$ cat src/rtl/spiflash_pkg.sv
// +---------------------------------------------------------------------------+
// | spiflash_pkg: opcodes, FSM states and output-enable patterns shared by    |
// | the SPI flash responder.                                    Rev 1.0       |
// +---------------------------------------------------------------------------+
`default_nettype none

package spiflash_pkg;

  localparam logic [7:0] OP_READ    = 8'h03;
  localparam logic [7:0] OP_QREAD   = 8'hEB;
  localparam logic [7:0] OP_RES     = 8'hAB;
  localparam logic [7:0] OP_DP      = 8'hB9;
  localparam logic [7:0] OP_RST_CRM = 8'hFF;

  // mode[5:4] value that keeps the part in continuous quad read
  localparam logic [1:0] CONT_MODE = 2'b10;

  localparam logic [3:0] OE_OFF    = 4'b0000;
  localparam logic [3:0] OE_SINGLE = 4'b0010;
  localparam logic [3:0] OE_QUAD   = 4'b1111;

  typedef enum logic [2:0] {
    ST_IDLE   = 3'd0,
    ST_CMD    = 3'd1,
    ST_ADDR   = 3'd2,
    ST_MODE   = 3'd3,
    ST_DUMMY  = 3'd4,
    ST_DATA   = 3'd5,
    ST_IGNORE = 3'd6
  } state_e;

endpackage

`default_nettype wire

$ cat src/rtl/spiflash_sync.sv
// +---------------------------------------------------------------------------+
// | spiflash_sync: 2-flop synchronizers for CSB/SCK/IO plus SCK edge detect.  |
// |                                                             Rev 1.0       |
// +---------------------------------------------------------------------------+
`default_nettype none

module spiflash_sync (
  input  logic       clk,
  input  logic       rst,
  input  logic       flash_csb,
  input  logic       flash_clk,
  input  logic [3:0] flash_di,
  output logic       csb_s,
  output logic       sck_rise,
  output logic       sck_fall,
  output logic [3:0] di_s
);

  logic       csb_meta_q, csb_meta_d, csb_sync_q, csb_sync_d;
  logic       sck_meta_q, sck_meta_d, sck_sync_q, sck_sync_d, sck_prev_q, sck_prev_d;
  logic [3:0] di_meta_q, di_meta_d, di_sync_q, di_sync_d;

  always_comb begin
    csb_meta_d = flash_csb;
    csb_sync_d = csb_meta_q;
    sck_meta_d = flash_clk;
    sck_sync_d = sck_meta_q;
    sck_prev_d = sck_sync_q;
    di_meta_d  = flash_di;
    di_sync_d  = di_meta_q;
  end

  always_ff @(posedge clk) begin
    if (rst) begin
      csb_meta_q <= 1'b1;
      csb_sync_q <= 1'b1;
      sck_meta_q <= 1'b0;
      sck_sync_q <= 1'b0;
      sck_prev_q <= 1'b0;
      di_meta_q  <= 4'h0;
      di_sync_q  <= 4'h0;
    end else begin
      csb_meta_q <= csb_meta_d;
      csb_sync_q <= csb_sync_d;
      sck_meta_q <= sck_meta_d;
      sck_sync_q <= sck_sync_d;
      sck_prev_q <= sck_prev_d;
      di_meta_q  <= di_meta_d;
      di_sync_q  <= di_sync_d;
    end
  end

  assign csb_s    = csb_sync_q;
  assign di_s     = di_sync_q;
  assign sck_rise = sck_sync_q & ~sck_prev_q;
  assign sck_fall = ~sck_sync_q & sck_prev_q;

endmodule

`default_nettype wire

$ cat src/rtl/spiflash_rsp.sv
// +---------------------------------------------------------------------------+
// | spiflash_rsp: SPI NOR flash responder backed by a byte memory port.       |
// | Quad read (0xEB) with continuous mode is built only with QUAD_READ_EN.    |
// |                                                             Rev 1.0       |
// +---------------------------------------------------------------------------+
`default_nettype none

module spiflash_rsp
  import spiflash_pkg::*;
#(
  parameter int unsigned ADDR_W    = 24,
  parameter int unsigned DUMMY_CYC = 4
) (
  input  logic              clk,
  input  logic              rst,
  input  logic              flash_csb,
  input  logic              flash_clk,
  input  logic [3:0]        flash_di,
  output logic [3:0]        flash_do,
  output logic [3:0]        flash_oe,
  output logic              mem_rd,
  output logic [ADDR_W-1:0] mem_addr,
  input  logic [7:0]        mem_rdata
);

  logic       csb_s, sck_rise, sck_fall;
  logic [3:0] di_s;

  spiflash_sync u_sync (
    .clk       (clk),
    .rst       (rst),
    .flash_csb (flash_csb),
    .flash_clk (flash_clk),
    .flash_di  (flash_di),
    .csb_s     (csb_s),
    .sck_rise  (sck_rise),
    .sck_fall  (sck_fall),
    .di_s      (di_s)
  );

  state_e            state_q, state_d;
  logic [7:0]        cnt_q, cnt_d;
  logic [6:0]        cmd_sr_q, cmd_sr_d;
  logic [22:0]       addr_sr_q, addr_sr_d;
  logic [7:0]        data_sr_q, data_sr_d;
  logic              pd_q, pd_d;
  logic              last_q, last_d;
  logic [3:0]        flash_do_q, flash_do_d;
  logic              mem_rd_q, mem_rd_d;
  logic [ADDR_W-1:0] mem_addr_q, mem_addr_d;
  logic              rdata_vld_q, rdata_vld_d;

  logic              quad;
  logic [7:0]        cmd_next;
  logic [23:0]       addr_next;
  logic [7:0]        cur_byte;
  logic              byte_end;

`ifdef QUAD_READ_EN
  logic       quad_q, quad_d, cont_q, cont_d;
  logic [1:0] mode_hi_q, mode_hi_d;
  assign quad = quad_q;
`else
  assign quad = 1'b0;
`endif

  always_comb begin
    state_d     = state_q;
    cnt_d       = cnt_q;
    cmd_sr_d    = cmd_sr_q;
    addr_sr_d   = addr_sr_q;
    data_sr_d   = data_sr_q;
    pd_d        = pd_q;
    last_d      = last_q;
    flash_do_d  = flash_do_q;
    mem_rd_d    = 1'b0;
    mem_addr_d  = mem_addr_q;
    rdata_vld_d = mem_rd_q;
    byte_end    = 1'b0;
`ifdef QUAD_READ_EN
    quad_d      = quad_q;
    cont_d      = cont_q;
    mode_hi_d   = mode_hi_q;
`endif
    cmd_next  = {cmd_sr_q, di_s[0]};
    addr_next = quad ? {addr_sr_q[19:0], di_s} : {addr_sr_q, di_s[0]};
    // Read data lands just as the first SCK fall may arrive, so bypass it
    cur_byte  = rdata_vld_q ? mem_rdata : data_sr_q;
    if (rdata_vld_q) data_sr_d = mem_rdata;

    // CSB high wins over any coincident SCK edge
    if (csb_s) begin
      state_d    = ST_IDLE;
      cnt_d      = 8'd0;
      last_d     = 1'b0;
      flash_do_d = 4'h0;
    end else begin
      unique case (state_q)
        ST_IDLE: begin
          cnt_d   = 8'd0;
          state_d = ST_CMD;
`ifdef QUAD_READ_EN
          if (cont_q) begin
            state_d = ST_ADDR;
            quad_d  = 1'b1;
          end
`endif
        end
        ST_CMD: if (sck_rise) begin
          cmd_sr_d = cmd_next[6:0];
          cnt_d    = cnt_q + 8'd1;
          if (cnt_q == 8'd7) begin
            cnt_d   = 8'd0;
            state_d = ST_IGNORE;
            if (cmd_next == OP_RES) begin
              pd_d = 1'b0;
            end else if (!pd_q) begin
              unique case (cmd_next)
                OP_READ: begin
                  state_d = ST_ADDR;
`ifdef QUAD_READ_EN
                  quad_d  = 1'b0;
`endif
                end
                OP_DP: pd_d = 1'b1;
`ifdef QUAD_READ_EN
                OP_QREAD: begin
                  state_d = ST_ADDR;
                  quad_d  = 1'b1;
                end
                OP_RST_CRM: cont_d = 1'b0;
`endif
                default: ;
              endcase
            end
          end
        end
        ST_ADDR: if (sck_rise) begin
          addr_sr_d = addr_next[22:0];
          cnt_d     = cnt_q + 8'd1;
          if (cnt_q == (quad ? 8'd5 : 8'd23)) begin
            cnt_d      = 8'd0;
            last_d     = 1'b0;
            mem_rd_d   = 1'b1;
            mem_addr_d = ADDR_W'(addr_next);
            state_d    = quad ? ST_MODE : ST_DATA;
          end
        end
`ifdef QUAD_READ_EN
        ST_MODE: if (sck_rise) begin
          cnt_d = cnt_q + 8'd1;
          if (cnt_q == 8'd0) begin
            mode_hi_d = di_s[1:0];
          end else begin
            cont_d  = (mode_hi_q == CONT_MODE);
            cnt_d   = 8'd0;
            state_d = (DUMMY_CYC == 0) ? ST_DATA : ST_DUMMY;
          end
        end
        ST_DUMMY: if (sck_rise) begin
          cnt_d = cnt_q + 8'd1;
          if (cnt_q == 8'(DUMMY_CYC - 1)) begin
            cnt_d   = 8'd0;
            state_d = ST_DATA;
          end
        end
`endif
        ST_DATA: begin
          if (sck_fall) begin
            if (quad) begin
              flash_do_d = cur_byte[7:4];
              data_sr_d  = {cur_byte[3:0], 4'h0};
              byte_end   = (cnt_q == 8'd1);
            end else begin
              flash_do_d = {2'b00, cur_byte[7], 1'b0};
              data_sr_d  = {cur_byte[6:0], 1'b0};
              byte_end   = (cnt_q == 8'd7);
            end
            cnt_d  = byte_end ? 8'd0 : cnt_q + 8'd1;
            last_d = byte_end;
          end else if (sck_rise && last_q) begin
            // Master has sampled the final bit: prefetch the following byte
            last_d     = 1'b0;
            mem_rd_d   = 1'b1;
            mem_addr_d = mem_addr_q + ADDR_W'(1);
          end
        end
        ST_IGNORE: ;
        default: state_d = ST_IDLE;
      endcase
    end
  end

  always_ff @(posedge clk) begin
    if (rst) begin
      state_q     <= ST_IDLE;
      cnt_q       <= 8'd0;
      cmd_sr_q    <= 7'd0;
      addr_sr_q   <= 23'd0;
      data_sr_q   <= 8'd0;
      pd_q        <= 1'b0;
      last_q      <= 1'b0;
      flash_do_q  <= 4'h0;
      mem_rd_q    <= 1'b0;
      mem_addr_q  <= '0;
      rdata_vld_q <= 1'b0;
`ifdef QUAD_READ_EN
      quad_q      <= 1'b0;
      cont_q      <= 1'b0;
      mode_hi_q   <= 2'b00;
`endif
    end else begin
      state_q     <= state_d;
      cnt_q       <= cnt_d;
      cmd_sr_q    <= cmd_sr_d;
      addr_sr_q   <= addr_sr_d;
      data_sr_q   <= data_sr_d;
      pd_q        <= pd_d;
      last_q      <= last_d;
      flash_do_q  <= flash_do_d;
      mem_rd_q    <= mem_rd_d;
      mem_addr_q  <= mem_addr_d;
      rdata_vld_q <= rdata_vld_d;
`ifdef QUAD_READ_EN
      quad_q      <= quad_d;
      cont_q      <= cont_d;
      mode_hi_q   <= mode_hi_d;
`endif
    end
  end

  always_comb begin
    flash_oe = OE_OFF;
    if (state_q == ST_DATA) flash_oe = quad ? OE_QUAD : OE_SINGLE;
  end

  assign flash_do = flash_do_q;
  assign mem_rd   = mem_rd_q;
  assign mem_addr = mem_addr_q;

endmodule

`default_nettype wire
$ cat config.mk
export PLATFORM = sky130hd
export DESIGN_NAME = spiflash_rsp
export DESIGN_NICKNAME = d
export VERILOG_FILES = /design/src/rtl/spiflash_pkg.sv /design/src/rtl/spiflash_sync.sv /design/src/rtl/spiflash_rsp.sv
export SDC_FILE = /design/constraint.sdc
export NUM_CORES = 1
export LEC_CHECK = 0
export ABC_AREA = 1
export BUFFER_PORTS_ARGS = -buffer_cell sky130_fd_sc_hd__buf_2
export CAP_MARGIN = 5
export CORE_UTILIZATION = 25
export CTS_CLUSTER_SIZE = 16
export DETAILED_ROUTE_END_ITERATION = 16
export GPL_TIMING_DRIVEN = 0
export PLACE_DENSITY = 0.47
export SLEW_MARGIN = 10
export SYNTH_ARGS = -nofsm -noshare
export SYNTH_HDL_FRONTEND = slang
export SYNTH_SLANG_ARGS = --single-unit
$ cat constraint.sdc
create_clock -name clk -period 1.4 [get_ports clk]
set_input_delay 0 -clock clk [delete_from_list [all_inputs] [get_ports clk]]
set_output_delay 0 -clock clk [all_outputs]
set_load 0.02 [all_outputs]
After elaboration in Yosys (flattened, before gate mapping) --
Cells that the tools add are included.
Storage, ports and cells: bits in registers 85, input bits 16, output and inout port bits 33, word-level logic and storage cells 98
Operators by class: add/sub/neg operators 2, equality and inequality tests 17, multiplexer cells 41, bitwise gates (word level) 6, reductions and logical operators 14
Operator list (count):
- two-way mux 24 bit | 4
- two-way mux 8 bit | 10
- case mux 24 bit (2 select lines) | 1
- case mux 8 bit (4 select lines) | 1
- adder 24 x 1 -> 24 bit (second input constant) | 1
- two-way mux 3 bit | 7
- == test 8 bit (second input constant) | 2
- two-way mux 1 bit | 14
- inequality test 2 bit (second input constant) | 7
- case mux 3 bit (4 select lines) | 1
- AND reduction 4 bit | 3
- adder 8 x 1 -> 8 bit (second input constant) | 1
- == test 8 x 2 -> 1 bit (second input constant) | 1
- == test 8 x 3 -> 1 bit (second input constant) | 1
- == test 8 x 5 -> 1 bit (second input constant) | 1
- == test 3 bit (second input constant) | 2
- AND reduction 3 bit | 2
- AND reduction 6 bit | 1
- AND reduction 5 bit | 1
- inverter 1 bit | 4
- case mux 1 bit (2 select lines) | 2
- nonzero test 4 bit | 1
- OR reduction 2 bit | 2
- == test 3 x 1 -> 1 bit (second input constant) | 1
- other kinds (8) | 9

Logic depth before layout (Yosys ltp) --
depth in word-level cells 8, gate-level depth with buffers 12, mapped depth without buffers 11

By module --
Synthesis repeated with hierarchy kept, for this count alone.
Second synthesis, totals: cell total of the unflattened synthesis 687, area, all modules 4479.3 um^2
By module, submodules not included:
- spiflash_rsp | times used 1, cells each 643, area each 4095.2 um^2, sequential area each 1561.5 um^2
- spiflash_sync | times used 1, cells each 44, area each 384.1 um^2, sequential area each 260.2 um^2

Least setup slack after synthesis --
OpenSTA, ideal clock, no wires.
kind flip-flop to flip-flop, start reg mem_addr_q[0] (netlist: mem_addr[0]), end reg mem_addr_q[16] (netlist: mem_addr[16]), setup time 136 ps, arrival 1576 ps, required time 1264 ps, setup slack -312 ps, cell stages (with the launch flop) 11, buffers on the path 0, cells stage by stage dfxtp_1 > ha_1 > nand2_1 > nor2_1 > nand2_1 > nor2_1 > nand2_1 > nand2_1 > nand3_1 > nand2_1 > a21oi_2
On the way: longest elaborated chain between the ends 4
Ends and longest elaborated chain:
- start: declaration | RTL line spiflash_rsp.sv:50 | logic [ADDR_W-1:0] mem_addr_q, mem_addr_d;
- start signal: assignment | RTL line spiflash_rsp.sv:222 | mem_addr_q <= mem_addr_d;
- adder 24 x 1 -> 24 bit | RTL line spiflash_rsp.sv:185 | mem_addr_d = mem_addr_q + ADDR_W'(1);
- two-way mux 24 bit | RTL line spiflash_rsp.sv:181 | end else if (sck_rise && last_q) begin
- two-way mux 24 bit | RTL line spiflash_rsp.sv:169 | if (sck_fall) begin
- case mux 24 bit (2 select lines) | RTL line spiflash_rsp.sv:98 | unique case (state_q)
Every way passes these cells. The select of a mux whose other input is x is not followed. A chain may end at the register's enable or synchronous reset.

Worst setup path after layout --
start reg state_q[0], end reg data_sr_q[1]
On the way: longest elaborated chain between the ends 3
Ends and longest elaborated chain:
- start: declaration | RTL line spiflash_rsp.sv:41 | state_e state_q, state_d;
- start signal: assignment | RTL line spiflash_rsp.sv:213 | state_q <= state_d;
- == test 3 bit | RTL line spiflash_rsp.sv:98
- two-way mux 8 bit | RTL line spiflash_rsp.sv:98
- two-way mux 8 bit | RTL line spiflash_rsp.sv:92 | if (csb_s) begin
- end signal: assignment | RTL line spiflash_rsp.sv:217 | data_sr_q <= data_sr_d;
- end: declaration | RTL line spiflash_rsp.sv:45 | logic [7:0] data_sr_q, data_sr_d;
Every way passes these cells.

==> flow_summary_export.csv <==
group,metric,value,unit
yosys,synth-warning-count,0,
timing,hold_violations,0,
routing,via_count,4469,
yosys,ys_ff_latch,85,
timing,rsz0062_at_grt,"yes",
clock_tree,clk_transition_reported_paths,0.06,ns
routing,viasPerCell,4.44,
yosys,synth_area,4430,sq um
timing,max_freq,625,MHz
cells_and_area,final_nets,794,
routing,antenna_left,0,
floorplan,design.core.area,17300,sq um
clock_tree,clock_tree.htree_level_count,3,
timing,setup_slack,-0.200,ns
cells_and_area,post-route-util,36.4,%
pwr,pwr-share-clk,46.1,%
floorplan,fp-row-count,48,
floorplan,die_w,135,microns
hold_path,hold_path_class,"in2reg",
clock_tree,tritoncts,"done",
outcome,violations,"setup timing",
job,timing.max_cap.violations,0,
timing,finalMaxSlewViolations,0,
pwr,power_frac_comb,5.1,%
cells_and_area,multi_input_area,2690,sq um
placement,portBuffers,39,
yosys,synthCells,677,
routing,finalWirelength,13.6,mm
floorplan,die_h,135,microns
routing,wire_per_inst,13.5,microns
pwr,p_sw_share,23.2,%
pwr,intPower,3820,uW
global_route,grt_usage,15.2,%
timing,tns,-6.89,ns
floorplan,ios,49,
global_route,grt_pass1_vias,4030,
worst_setup_path,rr_startpoint,"state_q[0]",
floorplan,dieArea,18200,sq um
placement,place_inst,946,
placement,gp_congestion,0.778,
cells_and_area,layout-drive-gt1-share,34.7,%
timing,slew_headroom,48.2,%
yosys,avgSynthCellArea,6.54,sq um
yosys,synth_cell_types,32,
cells_and_area,fillers,1828,
pwr,vdd.ir_drop.worst,0.000440,V
outcome,run_status,"finished with violations",
pwr,pwr-share-seq,48.8,%
global_route,antenna_found_initial,0,
floorplan,start_util,25.6,%
pwr,power_switching,1160,uW
hold_path,min_from,"rst",
clock_tree,cts_buffers,9,
cells_and_area,seqCellArea,1730,sq um
timing,fin_crit_sh,114,%
global_route,grt_pass1_wl,21.3,mm
clock_tree,clock_sinks,85,
worst_setup_path,cp-start-kind,"flop",
clock_tree,root_buffer,"clkbuf_16",
routing,drc,0,
cells_and_area,syn_to_final_growth,42.3,%
yosys,yosysSeqAreaShare,38.4,%
global_route,gr-total-overflow,0,
clock_tree,clock_path_buffers,2,
worst_setup_path,cp.arrival,1.87,ns
timing,tightest_slew,0.777,ns
worst_setup_path,critPathKind,"reg2reg",
worst_setup_path,cp-startpoint,"state_q[0]",
timing,finalClockSkew,0.0120,ns
timing,min_period,1.60,ns
routing,drtIter0Drc,364,
routing,drt-pass1-iter-count,4,
worst_setup_path,critPathCaptureType,"flop",
worst_setup_path,worst_ep_required_time,1.67,ns
cells_and_area,final_cells,1006,
timing,setup_viol,59,
worst_setup_path,crit_fanout,5,
cells_and_area,diodes,0,
placement,hpwlAfterDp,9.02,mm
pwr,powerDensity,791,nW/um^2
clock_tree,clkLatencyLatePin,0.35,ns
pwr,power_leakage,0.00250,uW
global_route,grt_start_max_net_pins,14,
pwr,power,4980,uW
## path summary, 6_finish.rpt
path                       endpoint  slack [ns]  depth (start not counted)
setup / recovery       data_sr_q[1]       -0.20                          9
setup reg to reg       data_sr_q[1]       -0.20                          9
hold reg to reg   u_sync.sck_prev_d        0.39                          2
hold / removal             cnt_q[1]        0.02                          4
## what timing repair did
item                                   CTS  global route
gates resized for setup                 83           126
gates cloned                             5             3
setup endpoints to repair               72            76
endpoints found under the hold margin    8             0
pin swaps                               10            23
buffers inserted                        15            16
hold buffers                             6             0
## final cells by class
cell class | instances | area share, %
Buffer | 30 | 4.69
Clock buffer | 14 | 4.19
Clock inverter | 2 | 0.159
Inverter | 84 | 5.16
Multi-Input combinational cell | 482 | 42.8
Sequential cell | 85 | 27.5
Tap cell | 225 | 4.47
Timing Repair Buffer | 84 | 11.1
## through the flow
step,setup WS [ns],cell area (sq um),hold slack (ns)
4_1_cts,-0.157,5760,0.0296
5_1_grt,-0.293,6300,0.0350
3_3_place_gp,-0.379,5020,0.188
6_report,-0.200,6300,0.0220
2_1_floorplan,-0.0263,4540,0.104
3_5_place_dp,-0.364,5020,0.192
## logic make-up after synthesis
| kind of cell | Yosys count | synth area share (%) |
|---|---|---|
| xor gates and xnor gates | 1 | 0.198 |
| AOI/OAI and AO/OA | 131 | 16.8 |
| adders and majority gates | 2 | 0.565 |
| other | 1 | 0.0847 |
| and+or+nand+nor | 341 | 32.4 |
| DFF | 85 | 38.4 |
| muxes | 1 | 0.226 |
| buffers and inverters | 115 | 11.3 |
## critical path: stages, from the launching register on
cell and delay [ns]:
dfxtp_4 0.38, inv_4 0.04, nor2_4 0.17, buf_6 0.12, buf_6 0.08, nand4_1 0.16, nor2_4 0.23, buf_6 0.15
o21ai_2 0.05, a21oi_1 0.14
## sequential cells by signal, summed over array words and instances, names as in the netlist
| signal | count |
|---|---|
| data_sr_q | 8 |
| u_sync.di_meta_q | 1 |
| u_sync.di_s | 1 |
| flash_do | 1 |
| rdata_vld_q | 1 |
| u_sync.sck_prev_d | 1 |
| u_sync.csb_meta_q | 1 |
| mem_addr | 24 |
| state_q | 3 |
| u_sync.csb_s | 1 |
| pd_q | 1 |
| cnt_q | 8 |
| last_q | 1 |
| mem_rd | 1 |
| u_sync.sck_prev_q | 1 |
| cmd_sr_q | 7 |
| addr_sr_q | 23 |
| u_sync.sck_meta_q | 1 |
## power groups by stage
stage               logic, uW  registers (uW)  clock network [uW]
floorplan                 114            2490                   0
global placement          173            2490                   0
detailed placement        173            2490                   0
CTS                       209            2430                2350
global route              276            2430                2470
finish                    252            2430                2300
## synthesized netlist by cell type (all sizes together)
master  instances  share of area [%]
nand3          42                4.7
inv            84                7.1
nor4            2               0.28
ha              2               0.57
or2            10                1.4
conb            1              0.085
nor3            3               0.34
nor2          115                 10
nor3b           1               0.17
o21ai          69                7.8
mux2i           1               0.23
a211oi          1               0.17
clkbuf         10               0.85
dfxtp          85                 38
nand4           8                1.1
o21bai          4               0.85
buf            21                3.3
xor2            1               0.20
nand2         160                 14
o22ai           1               0.14
a31oi           4               0.57
a21oi          52                7.2
## metal layers
layer  global-route usage [%]  vias to the layer above  part of all wire (%)
met5                        0                        -                     0
met1                     20.9                     2016                    49
met2                     24.1                       85                    45
li1                         -                     2351                     -
met3                     2.52                       17                   3.7
met4                     5.18                        0                   1.7
## cells in the final DEF (no fill, tap or decap), types with 13 or more instances in the layout
cell type / instances
nand3_1: 37
buf_6: 21
nor2_1: 89
a21oi_1: 30
o21ai_1: 18
dfxtp_1: 68
nor2_4: 15
inv_1: 74
dfxtp_2: 13
buf_2: 40
buf_4: 23
nand2_2: 26
o21ai_2: 19
a21oi_2: 21
o21ai_0: 29
nand2_1: 124
Note: power is estimated with default switching activity, not from simulation.
